**src/rtl/dmem_pkg.sv**
```systemverilog
// -----------------------------------------------------------------------------
// dmem_pkg
//   Shared definitions for the data-memory arbiter.
//   - DATA_W       : data width on every data port (32).
//   - MAX_WAIT_DEF : default number of consecutive cycles the aux requester may
//                    be denied before its access is forced through.
//   - ret_state_e  : encoding of the read-return state, i.e. which requester
//                    owns the data the memory presents in the next cycle.
// -----------------------------------------------------------------------------
package dmem_pkg;

    localparam int DATA_W       = 32;
    localparam int MAX_WAIT_DEF = 4;

    typedef enum logic [1:0] {
        RET_NONE = 2'd0,
        RET_PIPE = 2'd1,
        RET_AUX  = 2'd2
    } ret_state_e;

endpackage : dmem_pkg

```
**src/rtl/dmem_starve_cnt.sv**
```systemverilog
// -----------------------------------------------------------------------------
// dmem_starve_cnt
//   Counts consecutive cycles in which the aux requester is waiting without
//   being granted, and raises force_aux once it has waited MAX_WAIT cycles so
//   the arbiter can push the aux access ahead of the pipeline.
//
//   Parameters:
//     MAX_WAIT  - denial limit, 1..15 (the counter is 4 bits wide).
//
//   Ports:
//     clk       in   clock, rising edge
//     rst       in   asynchronous active-high reset
//     a_req     in   aux request pending
//     a_gnt     in   aux access issued this cycle
//     force_aux out  aux must be issued this cycle (combinational)
// -----------------------------------------------------------------------------
module dmem_starve_cnt
    import dmem_pkg::*;
#(
    parameter int MAX_WAIT = MAX_WAIT_DEF
) (
    input  logic clk,
    input  logic rst,
    input  logic a_req,
    input  logic a_gnt,
    output logic force_aux
);

    localparam logic [3:0] MAX_WAIT_C = 4'(MAX_WAIT);

    logic [3:0] wait_cnt_q;
    logic [3:0] wait_cnt_d;

    // A grant always restarts the count; otherwise a waiting request climbs
    // towards MAX_WAIT and sticks there until it is served.
    always_comb begin
        wait_cnt_d = wait_cnt_q;
        if (a_gnt) begin
            wait_cnt_d = 4'd0;
        end else if (a_req && (wait_cnt_q != MAX_WAIT_C)) begin
            wait_cnt_d = wait_cnt_q + 4'd1;
        end
    end

    always_ff @(posedge clk or posedge rst) begin
        if (rst) begin
            wait_cnt_q <= 4'd0;
        end else begin
            wait_cnt_q <= wait_cnt_d;
        end
    end

    // Depends only on a_req and registered state, so the grant mux that
    // consumes it forms no combinational loop through a_gnt.
    assign force_aux = a_req && (wait_cnt_q == MAX_WAIT_C);

endmodule : dmem_starve_cnt

```
**src/rtl/dmem_arbiter.sv**
```systemverilog
// -----------------------------------------------------------------------------
// dmem_arbiter
//   Shares one single-port synchronous data memory between the pipeline MEM
//   stage and an auxiliary master (loader / debug port). The pipeline has
//   priority; a starvation counter forces a waiting aux access through after
//   MAX_WAIT denials, stalling the pipeline for that single cycle. Read data
//   coming back from the memory one cycle later is steered to whichever
//   requester issued the read.
//
//   Optional build macro: DMEM_ARB_PERF_EN
//     Adds stall_cnt / aux_cnt outputs: saturating counts of stall cycles and
//     aux grants, both cleared by RST.
//
//   Parameters:
//     ADDR_W    - address width on all ports (default 32)
//     MAX_WAIT  - aux denial limit before forcing, 1..15 (default 4)
//
//   Ports:
//     CLK, RST            clock (rising edge), asynchronous active-high reset
//     p_rd, p_wr          pipeline MemRead / MemWrite (write wins if both)
//     p_addr, p_wdata     pipeline address / write data
//     p_rdata             pipeline read data, cycle after the read, else 0
//     p_stall             pipeline access denied this cycle
//     a_req, a_we         aux request / write-not-read, held until a_gnt
//     a_addr, a_wdata     aux address / write data
//     a_gnt               aux access issued this cycle
//     a_rvalid, a_rdata   aux read data (cycle after a read grant), else 0
//     mem_en, mem_we      memory enable / write enable
//     mem_addr, mem_wdata memory address / write data (0 when idle)
//     mem_rdata           memory read data, one-cycle latency
//     stall_cnt, aux_cnt  performance counters (DMEM_ARB_PERF_EN only)
// -----------------------------------------------------------------------------
module dmem_arbiter
    import dmem_pkg::*;
#(
    parameter int ADDR_W   = 32,
    parameter int MAX_WAIT = MAX_WAIT_DEF
) (
    input  logic              CLK,
    input  logic              RST,
    // pipeline MEM stage
    input  logic              p_rd,
    input  logic              p_wr,
    input  logic [ADDR_W-1:0] p_addr,
    input  logic [DATA_W-1:0] p_wdata,
    output logic [DATA_W-1:0] p_rdata,
    output logic              p_stall,
    // auxiliary master
    input  logic              a_req,
    input  logic              a_we,
    input  logic [ADDR_W-1:0] a_addr,
    input  logic [DATA_W-1:0] a_wdata,
    output logic              a_gnt,
    output logic              a_rvalid,
    output logic [DATA_W-1:0] a_rdata,
    // data memory macro
    output logic              mem_en,
    output logic              mem_we,
    output logic [ADDR_W-1:0] mem_addr,
    output logic [DATA_W-1:0] mem_wdata,
    input  logic [DATA_W-1:0] mem_rdata
`ifdef DMEM_ARB_PERF_EN
    ,
    output logic [31:0]       stall_cnt,
    output logic [31:0]       aux_cnt
`endif
);

    logic       p_act;
    logic       force_aux;
    logic       pipe_issue;
    logic       aux_issue;
    ret_state_e ret_q;
    ret_state_e ret_d;

    dmem_starve_cnt #(
        .MAX_WAIT (MAX_WAIT)
    ) u_starve (
        .clk       (CLK),
        .rst       (RST),
        .a_req     (a_req),
        .a_gnt     (a_gnt),
        .force_aux (force_aux)
    );

    // Grant mux. A forced aux access pre-empts the pipeline; otherwise the
    // pipeline wins whenever it is active and aux only fills idle slots.
    always_comb begin
        p_act      = p_rd | p_wr;
        aux_issue  = a_req & (force_aux | ~p_act);
        pipe_issue = p_act & ~force_aux;
        p_stall    = force_aux & p_act;
        a_gnt      = aux_issue;
        mem_en     = aux_issue | pipe_issue;
        mem_we     = 1'b0;
        mem_addr   = '0;
        mem_wdata  = '0;
        ret_d      = RET_NONE;
        if (pipe_issue) begin
            mem_we    = p_wr;
            mem_addr  = p_addr;
            mem_wdata = p_wdata;
            // With both p_rd and p_wr set the access is a pure write, so no
            // return is scheduled.
            if (p_rd && !p_wr) begin
                ret_d = RET_PIPE;
            end
        end else if (aux_issue) begin
            mem_we    = a_we;
            mem_addr  = a_addr;
            mem_wdata = a_wdata;
            if (!a_we) begin
                ret_d = RET_AUX;
            end
        end
    end

    // Return-owner state: remembers who issued the read whose data the
    // memory presents next cycle. Reset drops any pending return.
    always_ff @(posedge CLK or posedge RST) begin
        if (RST) begin
            ret_q <= RET_NONE;
        end else begin
            ret_q <= ret_d;
        end
    end

    // Read data is gated to zero for whichever requester does not own it.
    always_comb begin
        p_rdata  = '0;
        a_rvalid = 1'b0;
        a_rdata  = '0;
        case (ret_q)
            RET_PIPE: begin
                p_rdata = mem_rdata;
            end
            RET_AUX: begin
                a_rvalid = 1'b1;
                a_rdata  = mem_rdata;
            end
            default: begin
            end
        endcase
    end

`ifdef DMEM_ARB_PERF_EN
    logic [31:0] stall_cnt_q;
    logic [31:0] stall_cnt_d;
    logic [31:0] aux_cnt_q;
    logic [31:0] aux_cnt_d;

    // Both counters stick at all-ones rather than wrapping.
    always_comb begin
        stall_cnt_d = stall_cnt_q;
        aux_cnt_d   = aux_cnt_q;
        if (p_stall && (stall_cnt_q != 32'hFFFF_FFFF)) begin
            stall_cnt_d = stall_cnt_q + 32'd1;
        end
        if (a_gnt && (aux_cnt_q != 32'hFFFF_FFFF)) begin
            aux_cnt_d = aux_cnt_q + 32'd1;
        end
    end

    always_ff @(posedge CLK or posedge RST) begin
        if (RST) begin
            stall_cnt_q <= 32'd0;
            aux_cnt_q   <= 32'd0;
        end else begin
            stall_cnt_q <= stall_cnt_d;
            aux_cnt_q   <= aux_cnt_d;
        end
    end

    assign stall_cnt = stall_cnt_q;
    assign aux_cnt   = aux_cnt_q;
`endif

endmodule : dmem_arbiter

```
**config.mk**
```make
export PLATFORM = sky130hd
export DESIGN_NAME = dmem_arbiter
export DESIGN_NICKNAME = d
export VERILOG_FILES = /design/src/rtl/dmem_pkg.sv /design/src/rtl/dmem_starve_cnt.sv /design/src/rtl/dmem_arbiter.sv
export SDC_FILE = /design/constraint.sdc
export NUM_CORES = 1
export LEC_CHECK = 0
export CAP_MARGIN = 25
export CORE_AREA = 4 4 114 116
export CTS_CLUSTER_DIAMETER = 40
export DETAILED_ROUTE_END_ITERATION = 7
export DIE_AREA = 0 0 118 120
export HOLD_SLACK_MARGIN = 0.03
export SYNTH_ARGS = -nofsm -noshare
export SYNTH_HDL_FRONTEND = slang
export SYNTH_HIERARCHICAL = 1
export SYNTH_SLANG_ARGS = --single-unit
```
**constraint.sdc**
```tcl
create_clock -name CLK -period 5.9 [get_ports CLK]
set_clock_uncertainty 0.2 [all_clocks]
set_input_delay 1.18 -clock CLK [delete_from_list [all_inputs] [get_ports CLK]]
set_output_delay 1.18 -clock CLK [all_outputs]
set_load 0.02 [all_outputs]
```
==> run_results.csv <==
group,metric,value,unit
clocking,clockRootBuffer,"clkbuf_16",
setup_path,critPathCaptureType,"output pin",
drt,postRouteAntennaNets,0,
grt,grt_start_max_net_pins,73,
setup_path,rr_endpoint,"u_starve/wait_cnt_q[0]",
worst_hold_path,hp-start,"u_starve/wait_cnt_q[3]",
clocking,clock_latency,0.23,ns
sta,hold_viol_final,0,
synth,syn_area,2030,µm²
floorplan,core_region_area,11900,µm²
clocking,clockBufferDepth,2,
power,power,0.000808,W
clocking,hold_buffers,0,
grt,grt_overflow,0,
synth,syn_inst,318,
cells_and_area,nets,773,
synth,synth-warning-count,6,
grt,track_usage,0.143,
power,p_per_area,156,nW/µm²
drt,vias,3020,
sta,post-route-period-util,0.772,
clocking,cts_buffers,3,
grt,grt_antenna_before_repair,0,
setup_path,crit_type,"in2out",
synth,synth_fp_nets,486,
drt,drt-total-wl,11000,µm
clocking,postCtsSetupBuffers,0,
synth,ys_seq_area_frac,0.0738,
setup_path,crit_fanout,52,
setup_path,r2r_cells,9,
cells_and_area,synthToLayoutAreaGrowth,155,%
clocking,clk_pin_slew_worst_paths,0.03,ns
grt,grt_pass1_wl,16400,µm
worst_hold_path,hp-class,"reg2reg",
power,p_leak,2.32,nW
drt,first_iter_violations,93,
synth,ys_ff_latch,6,
floorplan,ios,299,
sta,max_slew.worst_pin.slew,0.714,ns
job,cap_violations,0,
cells_and_area,n_antenna_cell,0,
clocking,clock-sinks,6,
setup_path,r2r_slack,3.45,ns
placement,portBuffers,298,
grt,grt_pass1_vias,3124,
floorplan,die_y,120,µm
setup_path,cp-start-kind,"input pin",
setup_path,worstPathRequired,4.52,ns
floorplan,initial_core_util,0.171,
synth,avgSynthCellArea,6.39,µm²
drt,wire_per_inst,14.7,µm
clocking,post_cts_resize_count,0,
drt,drc_errors,0,
sta,max_freq,0.220,GHz
synth,synth_cell_types,26,
drt,vias_per_cell,4.03,
sta,fin_crit,4.55,ns
worst_hold_path,whs_endpoint,"u_starve/wait_cnt_q[3]",
drt,first_pass_iters,4,
power,peakVddDrop,79.4,µV
floorplan,die_area,14200,µm²
run_status,status,"finished clean",
setup_path,r2r-start,"u_starve/wait_cnt_q[0]",
worst_hold_path,hold_depth,2,
setup_path,critPathArrivalTime,3.17,ns
sta,slew_violations,0,
clocking,cts_tree,"done",
placement,dpl.hpwl,9450,µm
sta,setup_tns,0,ns
placement,gp_congestion,0.831,
clocking,h-tree-depth,1,
cells_and_area,drive_above_1_share,0.0232,
floorplan,placementRows,40,
floorplan,die_w,118,µm
sta,slew-limit-headroom,0.524,
sta,rsz0062_at_grt,"no",
sta,setup_violations,0,
==> stage by stage <==
stage	instance area, µm²	worst slack (ns)	hold slack, ns	util	cells
final	5190	1.35	0.351	0.436	750
after global routing	5190	1.29	0.383	0.436	750
after CTS	5190	1.35	0.353	0.436	750
after detailed placement	5120	1.35	0.347	0.430	747
after global placement	5120	1.37	0.339	0.430	747
after floorplan	2030	2.26	0.326	-	318
==> layout by cell type (no fill, tap or decap) <==
cell type and instances:
nor3_1 1, nor2_1 3, o21bai_4 1, o22ai_1 1, nand3_1 1, clkdlybuf4s50_1 297, buf_4 4, buf_2 1
mux2_2 1, and2_1 66, ha_1 2, buf_12 1, nor2b_2 1, o21a_1 1, inv_1 69, or3_1 1
nand4_1 1, mux2i_1 65, a21boi_2 1, and3_2 1, dfrtp_1 6, a21oi_1 2, clkbuf_16 3, and3b_1 1
nand2_1 66, nand2b_1 3, nor2b_1 3
==> state kept, by name, indices dropped and copies added, names as in the netlist <==
| signal | cells |
|---|---|
| ret_q | 2 |
| u_starve/wait_cnt_q | 4 |
==> Yosys cell counts, drive strengths merged <==
library cell  count  area [µm²]
a21boi            1        11.3
a21oi             2        10.0
and2             66         413
and3              1        7.51
and3b             1        8.76
buf              12        92.6
clkbuf            9        33.8
dfrtp             6         150
ha                2        25.0
inv              69         259
mux2              1        11.3
mux2i            65         651
nand2            66         248
nand2b            3        18.8
nand3             1        5.00
nand4             1        6.26
nor2              3        11.3
nor2b             4        27.5
nor3              1        5.00
o21a              1        7.51
o21bai            1        18.8
o22ai             1        6.26
or3               1        6.26
==> critical path: stages <==
cell and delay [ns]:
clkdlybuf4s50_1 0.47, o21bai_4 0.20, buf_12 0.32, mux2i_1 0.31, clkdlybuf4s50_1 0.65
==> cell type report <==
| cell class | instances | area [µm²] |
|---|---|---|
| Inverter | 69 | 259 |
| Tap cell | 147 | 184 |
| Multi-Input combinational cell | 222 | 1500 |
| Sequential cell | 6 | 150 |
| Clock buffer | 3 | 75.1 |
| Fill cell | 1226 | 6720 |
| Timing Repair Buffer | 303 | 3030 |
==> cell families after synthesis <==
logic type      synth area share
compound gates            0.0265
fa+ha+maj                 0.0123
buf+inv                    0.190
flops                     0.0738
mux                        0.326
simple gates               0.372
==> power breakdown <==
group	total, W	internal (W)	switching (W)
registers	0.0000688	0.0000550	0.0000138
logic	0.000629	0.000342	0.000287
clock network	0.000110	0.0000870	0.0000234
==> how the worst max path moves through the flow <==
stage                     start      endpoint  slack, ns
after global placement     p_rd  mem_addr[14]       1.37
after global routing       p_wr  mem_addr[14]       1.29
after detailed placement   p_rd  mem_addr[14]       1.35
final                      p_rd  mem_addr[14]       1.35
after floorplan           a_req   mem_addr[0]       2.26
after CTS                  p_rd  mem_addr[14]       1.35
==> routing by layer <==
| metal | part of all wire | global-route usage | vias to the layer above | routed length (µm) |
|---|---|---|---|---|
| li1 | - | - | 1525 | - |
| met1 | 0.37 | 0.148 | 1309 | 4040 |
| met2 | 0.52 | 0.274 | 179 | 5680 |
| met3 | 0.11 | 0.0584 | 7 | 1190 |
| met4 | 0.0083 | 0.0227 | 0 | 91 |
| met5 | 0 | 0 | - | 0 |
Note: power is estimated with default switching activity, not from simulation.
